[src/rtl/selector_run_ctrl.sv]
// selector_run_ctrl
// Run/stop controller for the 7-channel rolling selector. Debounces the
// per-channel stop buttons and the start button, drives the sequencer run
// enables (flag) and forces an auto-stop of the highest running channel
// when no stop has been accepted for TIMEOUT clocks.
module selector_run_ctrl #(
  parameter int NCH        = 7,
  parameter int DEB_CYCLES = 1000000,
  parameter int TIMEOUT    = 500000000
) (
  input  logic           clk,
  input  logic           rst,
  input  logic [NCH-1:0] btn,
  input  logic           btn_start,
  output logic [NCH-1:0] flag,
  output logic [NCH-1:0] stop_evt,
  output logic           busy,
  output logic           done,
  output logic [2:0]     last_ch
);

  // Button index NCH is the start button; 0..NCH-1 are the stop buttons.
  localparam int NB = NCH + 1;
  localparam int DW = (DEB_CYCLES > 1) ? $clog2(DEB_CYCLES) : 1;
  localparam logic [DW-1:0] DEB_MAX = DW'(DEB_CYCLES - 1);
  localparam int TW = $clog2(TIMEOUT + 1);
  localparam logic [TW-1:0] TO_MAX = TW'(TIMEOUT - 1);

  typedef enum logic [1:0] {
    ST_IDLE    = 2'd0,
    ST_ROLLING = 2'd1,
    ST_DONE    = 2'd2
  } state_t;

  // Input conditioning registers
  logic [NB-1:0] r_sync1;
  logic [NB-1:0] r_sync2;
  logic [NB-1:0] r_deb;
  logic [NB-1:0] r_deb_d;
  logic [NB-1:0] r_press;
  logic [DW-1:0] r_cnt [NB];

  // Control registers
  state_t         r_state;
  logic [NCH-1:0] r_flag;
  logic [NCH-1:0] r_evt;
  logic [2:0]     r_last;
  logic [TW-1:0]  r_timer;

  // Next-state wires
  state_t         w_state_n;
  logic [NCH-1:0] w_flag_n;
  logic [NCH-1:0] w_evt_n;
  logic [2:0]     w_last_n;
  logic [TW-1:0]  w_timer_n;

  logic [NB-1:0]  w_raw;
  logic [NCH-1:0] w_press_stop;
  logic           w_press_start;
  logic [NCH-1:0] w_manual;
  logic [NCH-1:0] w_auto;
  logic [NCH-1:0] w_clear;
  logic [2:0]     w_low;

  assign w_raw         = {btn_start, btn};
  assign w_press_stop  = r_press[NCH-1:0];
  assign w_press_start = r_press[NCH];

  // Synchronise, debounce and edge-detect every button. A change of the
  // synchronised value back to the debounced level lands in the equality
  // clause, so the counter only ever runs across an unbroken mismatch.
  always_ff @(posedge clk or negedge rst) begin
    if (!rst) begin
      r_sync1 <= '0;
      r_sync2 <= '0;
      r_deb   <= '0;
      r_deb_d <= '0;
      r_press <= '0;
      for (int i = 0; i < NB; i++) r_cnt[i] <= '0;
    end else begin
      r_sync1 <= w_raw;
      r_sync2 <= r_sync1;
      r_deb_d <= r_deb;
      r_press <= r_deb & ~r_deb_d;
      for (int i = 0; i < NB; i++) begin
        if (r_sync2[i] == r_deb[i]) begin
          r_cnt[i] <= '0;
        end else if (r_cnt[i] == DEB_MAX) begin
          r_deb[i] <= r_sync2[i];
          r_cnt[i] <= '0;
        end else begin
          r_cnt[i] <= r_cnt[i] + DW'(1);
        end
      end
    end
  end

  // Pick the channels to freeze this cycle: manual presses on running
  // channels plus the timeout victim, and the lowest index among them.
  always_comb begin
    w_manual = w_press_stop & r_flag;
    w_auto   = '0;
    if (r_timer == TO_MAX) begin
      for (int i = 0; i < NCH; i++) begin
        if (r_flag[i]) w_auto = NCH'(1) << i;
      end
    end
    w_clear = w_manual | w_auto;
    w_low   = 3'd0;
    for (int i = NCH - 1; i >= 0; i--) begin
      if (w_clear[i]) w_low = 3'(i);
    end
  end

  // Control state register: FSM state, run enables, event pulses, timer.
  always_ff @(posedge clk or negedge rst) begin
    if (!rst) begin
      r_state <= ST_IDLE;
      r_flag  <= '0;
      r_evt   <= '0;
      r_last  <= 3'd0;
      r_timer <= '0;
    end else begin
      r_state <= w_state_n;
      r_flag  <= w_flag_n;
      r_evt   <= w_evt_n;
      r_last  <= w_last_n;
      r_timer <= w_timer_n;
    end
  end

  // Next-state logic: start a round, apply stops, detect round completion.
  always_comb begin
    w_state_n = r_state;
    w_flag_n  = r_flag;
    w_evt_n   = '0;
    w_last_n  = r_last;
    w_timer_n = r_timer;
    case (r_state)
      ST_IDLE, ST_DONE: begin
        if (w_press_start) begin
          w_state_n = ST_ROLLING;
          w_flag_n  = '1;
          w_timer_n = '0;
        end
      end
      ST_ROLLING: begin
        if (w_clear != '0) begin
          w_flag_n  = r_flag & ~w_clear;
          w_evt_n   = w_clear;
          w_last_n  = w_low;
          w_timer_n = '0;
          if ((r_flag & ~w_clear) == '0) w_state_n = ST_DONE;
        end else begin
          w_timer_n = r_timer + TW'(1);
        end
      end
      default: begin
        w_state_n = ST_IDLE;
        w_flag_n  = '0;
      end
    endcase
  end

  // Output decode straight from registered state.
  always_comb begin
    busy     = (r_state == ST_ROLLING);
    done     = (r_state == ST_DONE);
    flag     = r_flag;
    stop_evt = r_evt;
    last_ch  = r_last;
  end

endmodule

[config.mk]
export PLATFORM = sky130hd
export DESIGN_NAME = selector_run_ctrl
export DESIGN_NICKNAME = d
export VERILOG_FILES = /design/src/rtl/selector_run_ctrl.sv
export SDC_FILE = /design/constraint.sdc
export NUM_CORES = 1
export LEC_CHECK = 0
export BUFFER_PORTS_ARGS = -buffer_cell sky130_fd_sc_hd__buf_2
export CORE_MARGIN = 3
export CORE_UTILIZATION = 55
export DETAILED_ROUTE_END_ITERATION = 16
export GPL_ROUTABILITY_DRIVEN = 0
export MAX_ROUTING_LAYER = met4
export PLACE_DENSITY = 0.78
export SLEW_MARGIN = 20
export SYNTH_ARGS = -nofsm -noshare
export SYNTH_HDL_FRONTEND = slang
export SYNTH_SLANG_ARGS = --single-unit
[constraint.sdc]
create_clock -name clk -period 4 [get_ports clk]
set_input_delay 0.4 -clock clk [delete_from_list [all_inputs] [get_ports clk]]
set_output_delay 0.4 -clock clk [all_outputs]
set_load 0.02 [all_outputs]
# After elaboration in Yosys (flattened, before gate mapping)
# Index checks and enable logic that the tools add are counted.
op_classes:
  addsub: 9
  n_mul: 0
  div: 0
  magnitude_cmp: 0
  n_eq_ne: 22
  shifts: 0
  n_mux: 43
  bitwise_logic: 14
  n_reduce_logical: 17
ops:
  columns: ["operator", "count"]
  rows:
  - ["20-bit 2-to-1 mux", 16]
  - ["20-bit by 1-bit adder with 20-bit output (second input constant)", 8]
  - ["20-bit equality test (second input constant)", 8]
  - ["7-bit 2-to-1 mux", 11]
  - ["29-bit 2-to-1 mux", 2]
  - ["29-bit one-hot mux with 2 select lines", 1]
  - ["29-bit by 1-bit adder with 29-bit output (second input constant)", 1]
  - ["29-bit equality test (second input constant)", 1]
  - ["2-bit AND reduction", 11]
  - ["3-bit 2-to-1 mux", 7]
  - ["7-bit AND", 2]
  - ["7-bit one-hot mux with 2 select lines", 1]
  - ["8-bit AND", 1]
  - ["1-bit equality test", 8]
  - ["1-bit NOT", 8]
  - ["8-bit NOT", 1]
  - ["7-bit logical NOT", 1]
  - ["7-bit NOT", 1]
  - ["7-bit bitwise OR", 1]
  - ["7-bit nonzero test", 1]
  - ["2-bit 2-to-1 mux", 3]
  - ["2-bit by 1-bit != test with 1-bit output (second input constant)", 2]
  - ["2-bit one-hot mux with 2 select lines", 1]
  - ["3-bit AND reduction", 1]
  - ["7 further kinds", 7]
totals:
  reg_bits: 248
  latch_bits: 0
  mem_bits_rw: 0
  rom_bits: 0
  inputBits: 10
  output_inout_bits: 19
  word_cells: 130
  memories: 0

# Depth between registers and ports, before layout
# Gate-level depths: netlist of run 1.
logic_depth:
  word_depth: 16
  depth_mapped: 9
  ltp_nobuf: 7

# Worst setup path before layout of run 1
# Ideal clock, no wire load.
synth_path:
  path_kind: "register to register"
  startpoint: "register r_flag[4] (netlist: flag[4])"
  endpoint: "register r_last[0] (netlist: last_ch[0])"
  arrival_ns: 2.057
  t_required_ns: 3.872
  slack_ns: 1.815
  path_stages_with_launch: 8
  synth_period_minus_slack_ns: 2.185
  path_cell_list: "dfrtp_1 > buf_2 > nor4_2 > nand3_1 > o31ai_4 > nor4_4 > a21oi_4 > mux2_1"
synth_between:
  elab_chain_cells: 11
synth_rtl:
  columns: ["element", "line", "rtl"]
  rows:
  - ["from (decl)", "45", "logic [NCH-1:0] r_flag;"]
  - ["from (signal assigned)", "125", "r_flag <= w_flag_n;"]
  - ["7-bit 2-to-1 mux (3 in series)", "105", "if (r_flag[i]) w_auto = NCH'(1) << i;"]
  - ["7-bit 2-to-1 mux", "103", "if (r_timer == TO_MAX) begin"]
  - ["7-bit bitwise OR (*)", "108", "w_clear = w_manual | w_auto;"]
  - ["3-bit 2-to-1 mux (6 in series)", "111", "if (w_clear[i]) w_low = 3'(i);"]
  - ["to (signal assigned)", "127", "r_last <= w_last_n;"]
  - ["to (decl)", "47", "logic [2:0] r_last;"]
# Mark *: on every way between the ends. The rest lies on a longest branch, timed or not.
# A chain may end at the register's enable or synchronous reset.

# Worst setup path after layout of run 1
layout_path:
  startpoint: "register r_timer[8]"
  endpoint: "register r_timer[17]"
layout_between:
  elab_chain_cells: 6
layout_rtl:
  columns: ["element", "line", "rtl"]
  rows:
  - ["from (decl)", "48", "logic [TW-1:0] r_timer;"]
  - ["from (signal assigned)", "128", "r_timer <= w_timer_n;"]
  - ["parallel branches: the longest is 4 deep, another holds 29-bit by 1-bit adder with 29-bit output", null, null]
  - ["29-bit 2-to-1 mux (*)", "148", "if (w_clear != '0) begin"]
  - ["29-bit one-hot mux with 2 select lines (*)", "139", "case (r_state)"]
# Every way passes the cells marked *.

==> results by group, run 1 <==
Die
  • Initial Util: 57.2%
  • Rows: 52
  • Die Width: 152 um
  • IO Pins: 29
  • Die Area: 23200 sq um
  • Die H: 152 um
  • Core area: 20600 sq um

Power
  • Power Density: 403 nW/um^2
  • Sw power: 1.09 mW
  • Logic gate share of total power: 2.3%
  • Switching Share: 20.3%
  • Clock power share: 49.9%
  • Peak VDD IR: 330 uV
  • Int Pwr: 4.27 mW
  • Leak: 5.89 nW
  • Sequential Power Share: 47.8%

STA
  • Setup-failing EPs final: 0
  • WHS: 346 ps
  • Measured slew at the worst slew-check pin: 845 ps
  • RSZ-0062 raised after global routing: false
  • Fmax: 367 MHz
  • Final worst slack: 1280 ps
  • Clk_skew: 8.50 ps
  • Max Slew Vio Count: 0
  • Crit share post-route: 68.1%
  • Final min period: 2720 ps
  • Final Hold Vio Count: 0
  • Slew headroom: 43.7%
  • Total negative slack: 0 ps

Synthesis
  • Synthesized Nets: 1164
  • Synthesized area: 11800 sq um
  • Distinct cells, synth: 71
  • Cell with the most instances after synthesis: dfrtp_1
  • Cells after Synth: 1145
  • Top cells by area, synth: dfrtp_1 53%, xor2_1 6.6%, nor2_1 6.5%, xnor2_1 5.6%, nand3_1 3.0%
  • Synth Flop Type: dfrtp_1
  • FF+latch count, synth: 248
  • Number of synthesized flops with an enable pin: 0
  • Synth async-reset ratio: 100%
  • Dominant cell type by area after synthesis: dfrtp_1
  • Post-synth top area share: 52.6%
  • Commonest cells in the netlist: 248 x dfrtp_1, 203 x nor2_1, 89 x xor2_1
  • Synth Warn #: 0
  • Mapped Avg Cell Area: 10.3 sq um
  • Seq/Total Area, Yosys: 52.6%

Routing
  • Routed WL: 22500 um
  • WL per Instance: 15.2 um
  • Vias/cell: 5.64
  • ANT nets after route: 0
  • Drt first pass iters: 5
  • Drt drc: 0
  • Initial DRC count: 616
  • Total number of vias: 8346

Clock tree
  • CTS clk-pin slew, worst paths: 60 ps
  • Clock tree sinks: 248
  • CTS tree: done
  • Max clock buf depth: 3
  • Post-CTS sizing: 0
  • Htree depth: 1
  • CTS root buf: clkbuf_16
  • TritonCTS buffer count: 26
  • Clock latency on the worst-skew pair: 530 ps

Place
  • Setup WS pre-CTS: 1280 ps
  • Post-Place Cells: 1423
  • Instance area at placement: 12200 sq um
  • Number of buffer cells added on primary ports: 28
  • Dpl hpwl: 14700 um

Global routing
  • First-pass GRT wire length: 39200 um
  • Largest net degree at the start of global routing: 116
  • Overflow after GRT: 0
  • Antenna violations before repair: 0
  • GRT Util Overall: 20.0%
  • Number of global-route vias before repair: 8117

Cells and area
  • Diodes inserted: 0
  • Fill cells: 1586
  • Final net count: 1209
  • Non-Filler Instances: 1480
  • Fin area: 13300 sq um
  • Share of cells above drive strength 1: 11.7%
  • Synth-to-Final Area Change: 12.6%

Flow run
  • Max Cap Viol: 0

Worst hold path
  • Class of the tightest hold or removal check: reg -> reg
  • Hold path start: r_sync1[0]

Setup path
  • CP max FO: 18
  • Crit. End Element: register
  • Required time worst endpoint: 4400 ps
  • Critical path origin: r_timer[8]
  • Reg2reg start: r_timer[8]
  • WS Path Type: reg -> reg
  • Worst setup SP type: register
  • Crit path DAT: 3120 ps
  • R2r setup slk: 1280 ps

Run status
  • Status: finished, final reports clean
logic make-up after synthesis:
| family | after synthesis | share of synthesized area (%) |
|---|---|---|
| xor+xnor | 164 | 12.2 |
| compound gates | 77 | 4.89 |
| buf+inv | 64 | 2.42 |
| fa+ha+maj | 9 | 0.954 |
| flops | 248 | 52.6 |
| simple gates | 574 | 26.1 |
| mux | 9 | 0.859 |
critical path, cell delays in order (launching register included):
cell and delay (ps):
dfrtp_1 470, nor4b_4 400, nand4_4 250, o31ai_2 430, nor4_4 70, buf_4 230, a21oi_4 350, buf_4 320
nor3_2 70
power groups by stage:
stage	Sequential, mW	Combinational, mW	Clock, mW
final	2.56	0.125	2.67
after floorplan	2.60	0.0523	0
after global placement	2.60	0.120	0
after CTS	2.56	0.131	2.74
after detailed placement	2.61	0.123	0
after global routing	2.56	0.147	2.85
layer usage:
| layer | part of all wire, % | vias to the layer above | wire length (um) | GRT usage [%] |
|---|---|---|---|---|
| met2 | 47 | 185 | 10700 | 31.8 |
| met3 | 4.4 | 39 | 994 | 3.12 |
| met5 | 0 | - | 0 | - |
| met4 | 2.3 | 0 | 512 | 4.58 |
| met1 | 46 | 4082 | 10300 | 27.6 |
| li1 | - | 4040 | - | - |
cell usage in the layout, fill, tap and decap left out, types with 10 or more instances in the layout:
cell type | Yosys | layout
dfrtp_1 | 248 | 248
nor2_1 | 203 | 203
xor2_1 | 89 | 89
xnor2_1 | 75 | 75
nand2_1 | 73 | 73
nand3_1 | 71 | 71
and3_1 | 36 | 36
nand4_1 | 33 | 33
inv_1 | 32 | 32
nor3_1 | 30 | 30
buf_2 | 9 | 27
clkbuf_16 | 0 | 26
nor3_2 | 20 | 20
o21ai_0 | 17 | 16
a21oi_1 | 14 | 14
nor4_1 | 13 | 13
nor2b_1 | 13 | 12
buf_4 | 1 | 11
nor4b_1 | 10 | 10
and4_1 | 10 | 10
registers in the layout (all words and copies together), names as in the netlist, 7 cells and up:
register / flops
r_deb: 8
stop_evt: 7
r_deb_d: 8
r_sync2: 8
r_sync1: 8
flag: 7
r_press: 8
r_cnt: 160
r_timer: 29
worst paths after layout:
path | end | cells past startpoint
worst min register to register | r_sync2[0] | 0
worst max-delay path | r_timer[17] | 8
worst min-delay path | r_sync2[0] | 0
max in group asynchronous | r_sync1[0] | 3
min in group asynchronous | r_cnt[90] | 2
worst max register to register | r_timer[17] | 8
area by class of cell:
| type | instances | area, sq um | share of cell area (%) |
|---|---|---|---|
| Clock inverter | 10 | 211 | 1.59 |
| Clock buffer | 38 | 756 | 5.69 |
| Tap cell | 270 | 338 | 2.54 |
| Multi-Input combinational cell | 833 | 5310 | 40.0 |
| Timing Repair Buffer | 49 | 343 | 2.58 |
| Sequential cell | 248 | 6210 | 46.7 |
| Inverter | 32 | 120 | 0.904 |
repair_timing:
| item | 4_1_cts | 5_1_grt |
|---|---|---|
| buffers inserted | 0 | 0 |
| hold buffers | 9 | 0 |
| endpoints found under the hold margin | 91 | 0 |
metrics by stage:
stage	power [mW]	util, %
floorplan	2.65	-
global placement	2.72	59.3
detailed placement	2.73	59.3
CTS	5.43	64.4
global route	5.56	64.4
finish	5.35	64.4
(Power assumes the default switching activity.)
==> run 2: changes to the inputs <==
clock period = 2.55 ns   (was 4 ns; I/O delays follow)
==> results by group, run 2 (synthesis gave the netlist of run 1 again) <==
Global routing
  • Antenna violations before repair: 0
  • First-pass GRT wire length: 39500 um
  • Largest net degree at the start of global routing: 74
  • GRT busiest layer: met2
  • M2 GR Usage: 31.7%
  • GRT met3 Usage: 3.18%
  • Overflow after GRT: 0
  • GRT Util Overall: 20.1%
  • Number of global-route vias before repair: 8374
  • M1 GR Usage: 27.4%

Power
  • Total chip power: 8.10 mW
  • Leak: 5.93 nW
  • Peak VDD IR: 616 uV
  • Power Density: 606 nW/um^2

Cells and area
  • Final net count: 1225
  • Top reg by flops: r_cnt
  • Fill cells: 1582
  • Share of cells above drive strength 1: 12.9%
  • Non-Filler Instances: 1493
  • Max reg flops: 160
  • Commonest non-fill, non-tap cell in the layout: dfrtp_1
  • Post-Route Utilization: 64.7%
  • Most frequent cells in the layout: 248 x dfrtp_1, 203 x nor2_1, 89 x xor2_1
  • Fin area: 13300 sq um
  • Multi-input logic area: 5320 sq um
  • Top flop regs: r_cnt (160), r_timer (29)
  • FF/Latch Area: 6210 sq um
  • Diodes inserted: 0
  • Synth-to-Final Area Change: 13.1%

Clock tree
  • Clock latency on the worst-skew pair: 530 ps
  • CTS root buf: clkbuf_16
  • CTS clk-pin slew, worst paths: 60 ps
  • TritonCTS buffer count: 26
  • CTS tree: done
  • Htree depth: 1
  • Clock tree sinks: 248
  • Max clock buf depth: 3

STA
  • Final Hold Vio Count: 0
  • Final min period: 2450 ps
  • Crit share post-route: 96.2%
  • Slew headroom: 59.5%
  • Final worst slack: 95.7 ps
  • Fmax: 407 MHz
  • Setup-failing EPs final: 0
  • Clk_skew: 5.11 ps
  • WHS: 251 ps
  • Total negative slack: 0 ps
  • Max Slew Vio Count: 0
  • RSZ-0062 raised after global routing: false
  • Measured slew at the worst slew-check pin: 606 ps

Worst hold path
  • Class of the tightest hold or removal check: in -> async

Place
  • Instance area at placement: 12300 sq um
  • Number of buffer cells added on primary ports: 28
  • Setup WS pre-CTS: 71.3 ps
  • Dpl hpwl: 15200 um
  • Post-Place Cells: 1437

Routing
  • Initial DRC count: 663
  • Drt drc: 0
  • Vias/cell: 5.58
  • Total number of vias: 8330
  • Drt first pass iters: 5
  • Routed WL: 22400 um
  • WL per Instance: 15.0 um
  • ANT nets after route: 0

Die
  • Core area: 20600 sq um
  • Die H: 152 um
  • IO Pins: 29
  • Initial Util: 57.2%
  • Die Width: 152 um
  • Rows: 52
  • Die Area: 23200 sq um

Setup path
  • Reg2reg start: r_timer[8]
  • Crit. End Element: register
  • R2r setup slk: 100 ps
  • Critical path origin: r_timer[8]
  • CP max FO: 17
  • Required time worst endpoint: 2970 ps
  • Worst setup SP type: register
  • WS Path Type: reg -> reg
  • Crit path DAT: 2870 ps

Flow run
  • Max Cap Viol: 0

Run status
  • Status: finished, final reports clean
## run 2: cell types whose count changed in the layout (fill, tap and decap cells not counted), sizes merged
cell | previous run | this run
buf | 40 | 56
clkbuf | 38 | 31
clkinvlp | 0 | 4
bufinv | 6 | 4
clkinv | 4 | 6
## run 2: final cells by class
type	count	share of cell area (%)
clock buffers	31	5.16
repair buffers	65	3.56
well taps	270	2.53
flip-flops and latches	248	46.5
clock inverters	14	1.46
multi-input cells	833	39.9
inverters	32	0.900
## run 2: worst max-delay path, stage by stage (launching register included)
cell	delay, ps
dfrtp_1	460
nor4b_4	450
nand4_4	240
o31ai_4	410
nor4_4	100
buf_4	220
and3_1	210
a22o_1	230
## run 2: metal layers
metal / up-vias / wire length [um]
met1: 4073 / 10400
met4: 0 / 639
met5: - / 0
li1: 4071 / -
met2: 135 / 10500
met3: 51 / 890
## run 2: final timing paths
check	to	cells after the start
max	r_timer[1]	7
min	r_cnt[95]	2
max reg2reg	r_timer[1]	7
min reg2reg	r_sync2[1]	0
max in group asynchronous	r_cnt[12]	3
min in group clk	r_sync2[1]	0
## run 2: report_power, final
part           leakage (nW)  internal [mW]  switching [mW]
combinational          2.10         0.0638           0.140
sequential             3.41           3.98          0.0381
clock                 0.422           2.33            1.54
## run 2: what timing repair did
| action | CTS | global route |
|---|---|---|
| setup buffers | 2 | 0 |
| setup endpoints to repair | 1 | 4 |
| resized for setup | 0 | 2 |
| hold buffers | 9 | 0 |
| hold endpoints to repair | 73 | 0 |
| cloned | 0 | 0 |
| pin swaps | 1 | 0 |
==> run 3: changes to the inputs <==
==> constraint.sdc (replaced) <==
create_clock -name clk -period 2.55 [get_ports clk]
set_input_delay 0.1275 -clock clk [delete_from_list [all_inputs] [get_ports clk]]
set_output_delay 0.1275 -clock clk [all_outputs]
set_load 0.02 [all_outputs]
==> results by group, run 3 (synthesis gave the netlist of run 1 again) <==
Die
  • Die H: 152 um
  • Die Width: 152 um
  • Initial Util: 57.2%
  • Core area: 20600 sq um
  • IO Pins: 29
  • Rows: 52
  • Die Area: 23200 sq um

STA
  • Setup-failing EPs final: 0
  • Fmax: 406 MHz
  • Measured slew at the worst slew-check pin: 664 ps
  • Max Slew Vio Count: 0
  • Final min period: 2460 ps
  • Total negative slack: 0 ps
  • Clk_skew: 10.9 ps
  • Slew headroom: 55.7%
  • WHS: 210 ps
  • Crit share post-route: 96.6%
  • Final worst slack: 86.3 ps
  • RSZ-0062 raised after global routing: false
  • Final Hold Vio Count: 0

Global routing
  • Largest net degree at the start of global routing: 88
  • First-pass GRT wire length: 39100 um
  • Antenna violations before repair: 0
  • Number of global-route vias before repair: 8147
  • GRT Util Overall: 20.0%
  • Overflow after GRT: 0

Setup path
  • Crit. End Element: register
  • Worst path max stage delay: 430 ps
  • CP max-delay cell: dfrtp_1
  • CP max FO: 8
  • R2r setup slk: 90 ps
  • WS Path Type: reg -> reg
  • Crit path DAT: 2880 ps
  • Worst setup SP type: register
  • CP cell instances: ha_1 -> and3_1 -> nand4_2 -> o21bai_2 -> a222oi_1 -> buf_4 -> buf_4 -> and3_1 -> a22o_1
  • R2R depth: 9
  • Required time worst endpoint: 2970 ps

Cells and area
  • Share of cells above drive strength 1: 12.7%
  • Multi-input logic area: 5310 sq um
  • Top flop regs: r_cnt (160), r_timer (29)
  • Max reg flops: 160
  • Commonest non-fill, non-tap cell in the layout: dfrtp_1
  • Final net count: 1227
  • FF/Latch Area: 6210 sq um
  • Synth-to-Final Area Change: 12.8%
  • Diodes inserted: 0
  • Most frequent cells in the layout: 248 x dfrtp_1, 203 x nor2_1, 89 x xor2_1
  • Fill cells: 1586
  • Top reg by flops: r_cnt

Place
  • Number of buffer cells added on primary ports: 28
  • Setup WS pre-CTS: 64.2 ps
  • Dpl hpwl: 15000 um

Clock tree
  • Clock latency on the worst-skew pair: 540 ps
  • Htree depth: 1
  • CTS tree: done
  • Max clock buf depth: 3
  • TritonCTS buffer count: 27
  • CTS clk-pin slew, worst paths: 60 ps
  • Clock tree sinks: 248
  • CTS root buf: clkbuf_16

Routing
  • Drt drc: 0
  • Drt first pass iters: 5
  • Routed WL: 22500 um
  • WL per Instance: 15.0 um
  • Vias/cell: 5.57
  • Total number of vias: 8345
  • ANT nets after route: 0
  • Initial DRC count: 573

Power
  • Sequential Power Share: 50.7%
  • Clock power share: 46.7%
  • Peak VDD IR: 521 uV
  • Power Density: 595 nW/um^2
  • Sw power: 1.73 mW
  • Logic gate share of total power: 2.6%
  • Leak: 5.91 nW
  • Switching Share: 21.8%
  • Int Pwr: 6.19 mW

Flow run
  • Max Cap Viol: 0

Worst hold path
  • Class of the tightest hold or removal check: in -> async

Run status
  • Status: finished, final reports clean
run 3: metrics by stage:
stage / instances / power (mW) / area (sq um) / util (%)
after global placement: 1437 / 4.29 / 12400 / 59.9
after CTS: 1494 / 8.03 / 13300 / 64.4
final: 1497 / 7.92 / 13300 / 64.5
after detailed placement: 1437 / 4.29 / 12400 / 59.9
after global routing: 1497 / 8.22 / 13300 / 64.5
after floorplan: 1145 / 4.16 / 11800 / -
run 3: power by group through the flow:
stage | registers, mW | clock network, mW | logic [mW]
after global routing | 4.02 | 3.96 | 0.245
final | 4.02 | 3.70 | 0.210
after floorplan | 4.08 | 0 | 0.0820
after CTS | 4.02 | 3.79 | 0.220
after detailed placement | 4.09 | 0 | 0.207
after global placement | 4.09 | 0 | 0.203
run 3: final timing paths:
path,start,endpoint
max in group asynchronous,rst,r_cnt[152]
min in group clk,btn[0],r_sync1[0]
hold / removal,rst,r_cnt[92]
setup reg to reg,r_timer[0],r_timer[1]
setup / recovery,r_timer[0],r_timer[1]
hold reg to reg,r_sync1[1],r_sync2[1]
run 3: layout make-up:
class	count	area share [%]
inverters	32	0.903
clock inverters	10	0.677
repair buffers	66	3.72
flip-flops and latches	248	46.6
multi-input cells	833	39.9
well taps	270	2.54
clock buffers	38	5.61
run 3: worst max-delay path, delay by kind of cell, from the launching register on:
family                   cells  cell delay (ps)
flip-flops                   1              430
adder cells (fa/ha/maj)      1              230
AO/OA/AOI/OAI                3              670
buffers and inverters        2              330
AND/OR/NAND/NOR              3              710
run 3: metal layers:
layer | track usage, % | share of wire, %
met1 | 28.1 | 47
met3 | 2.87 | 3.8
met2 | 31.2 | 47
met5 | - | 0
met4 | 4.84 | 2.3
run 3: repair_timing:
item / 4_1_cts / 5_1_grt
gates resized for setup: 0 / 0
setup buffers: 0 / 3
hold endpoints to repair: 90 / 0
hold buffers: 9 / 0
endpoints found under the setup margin: 0 / 15
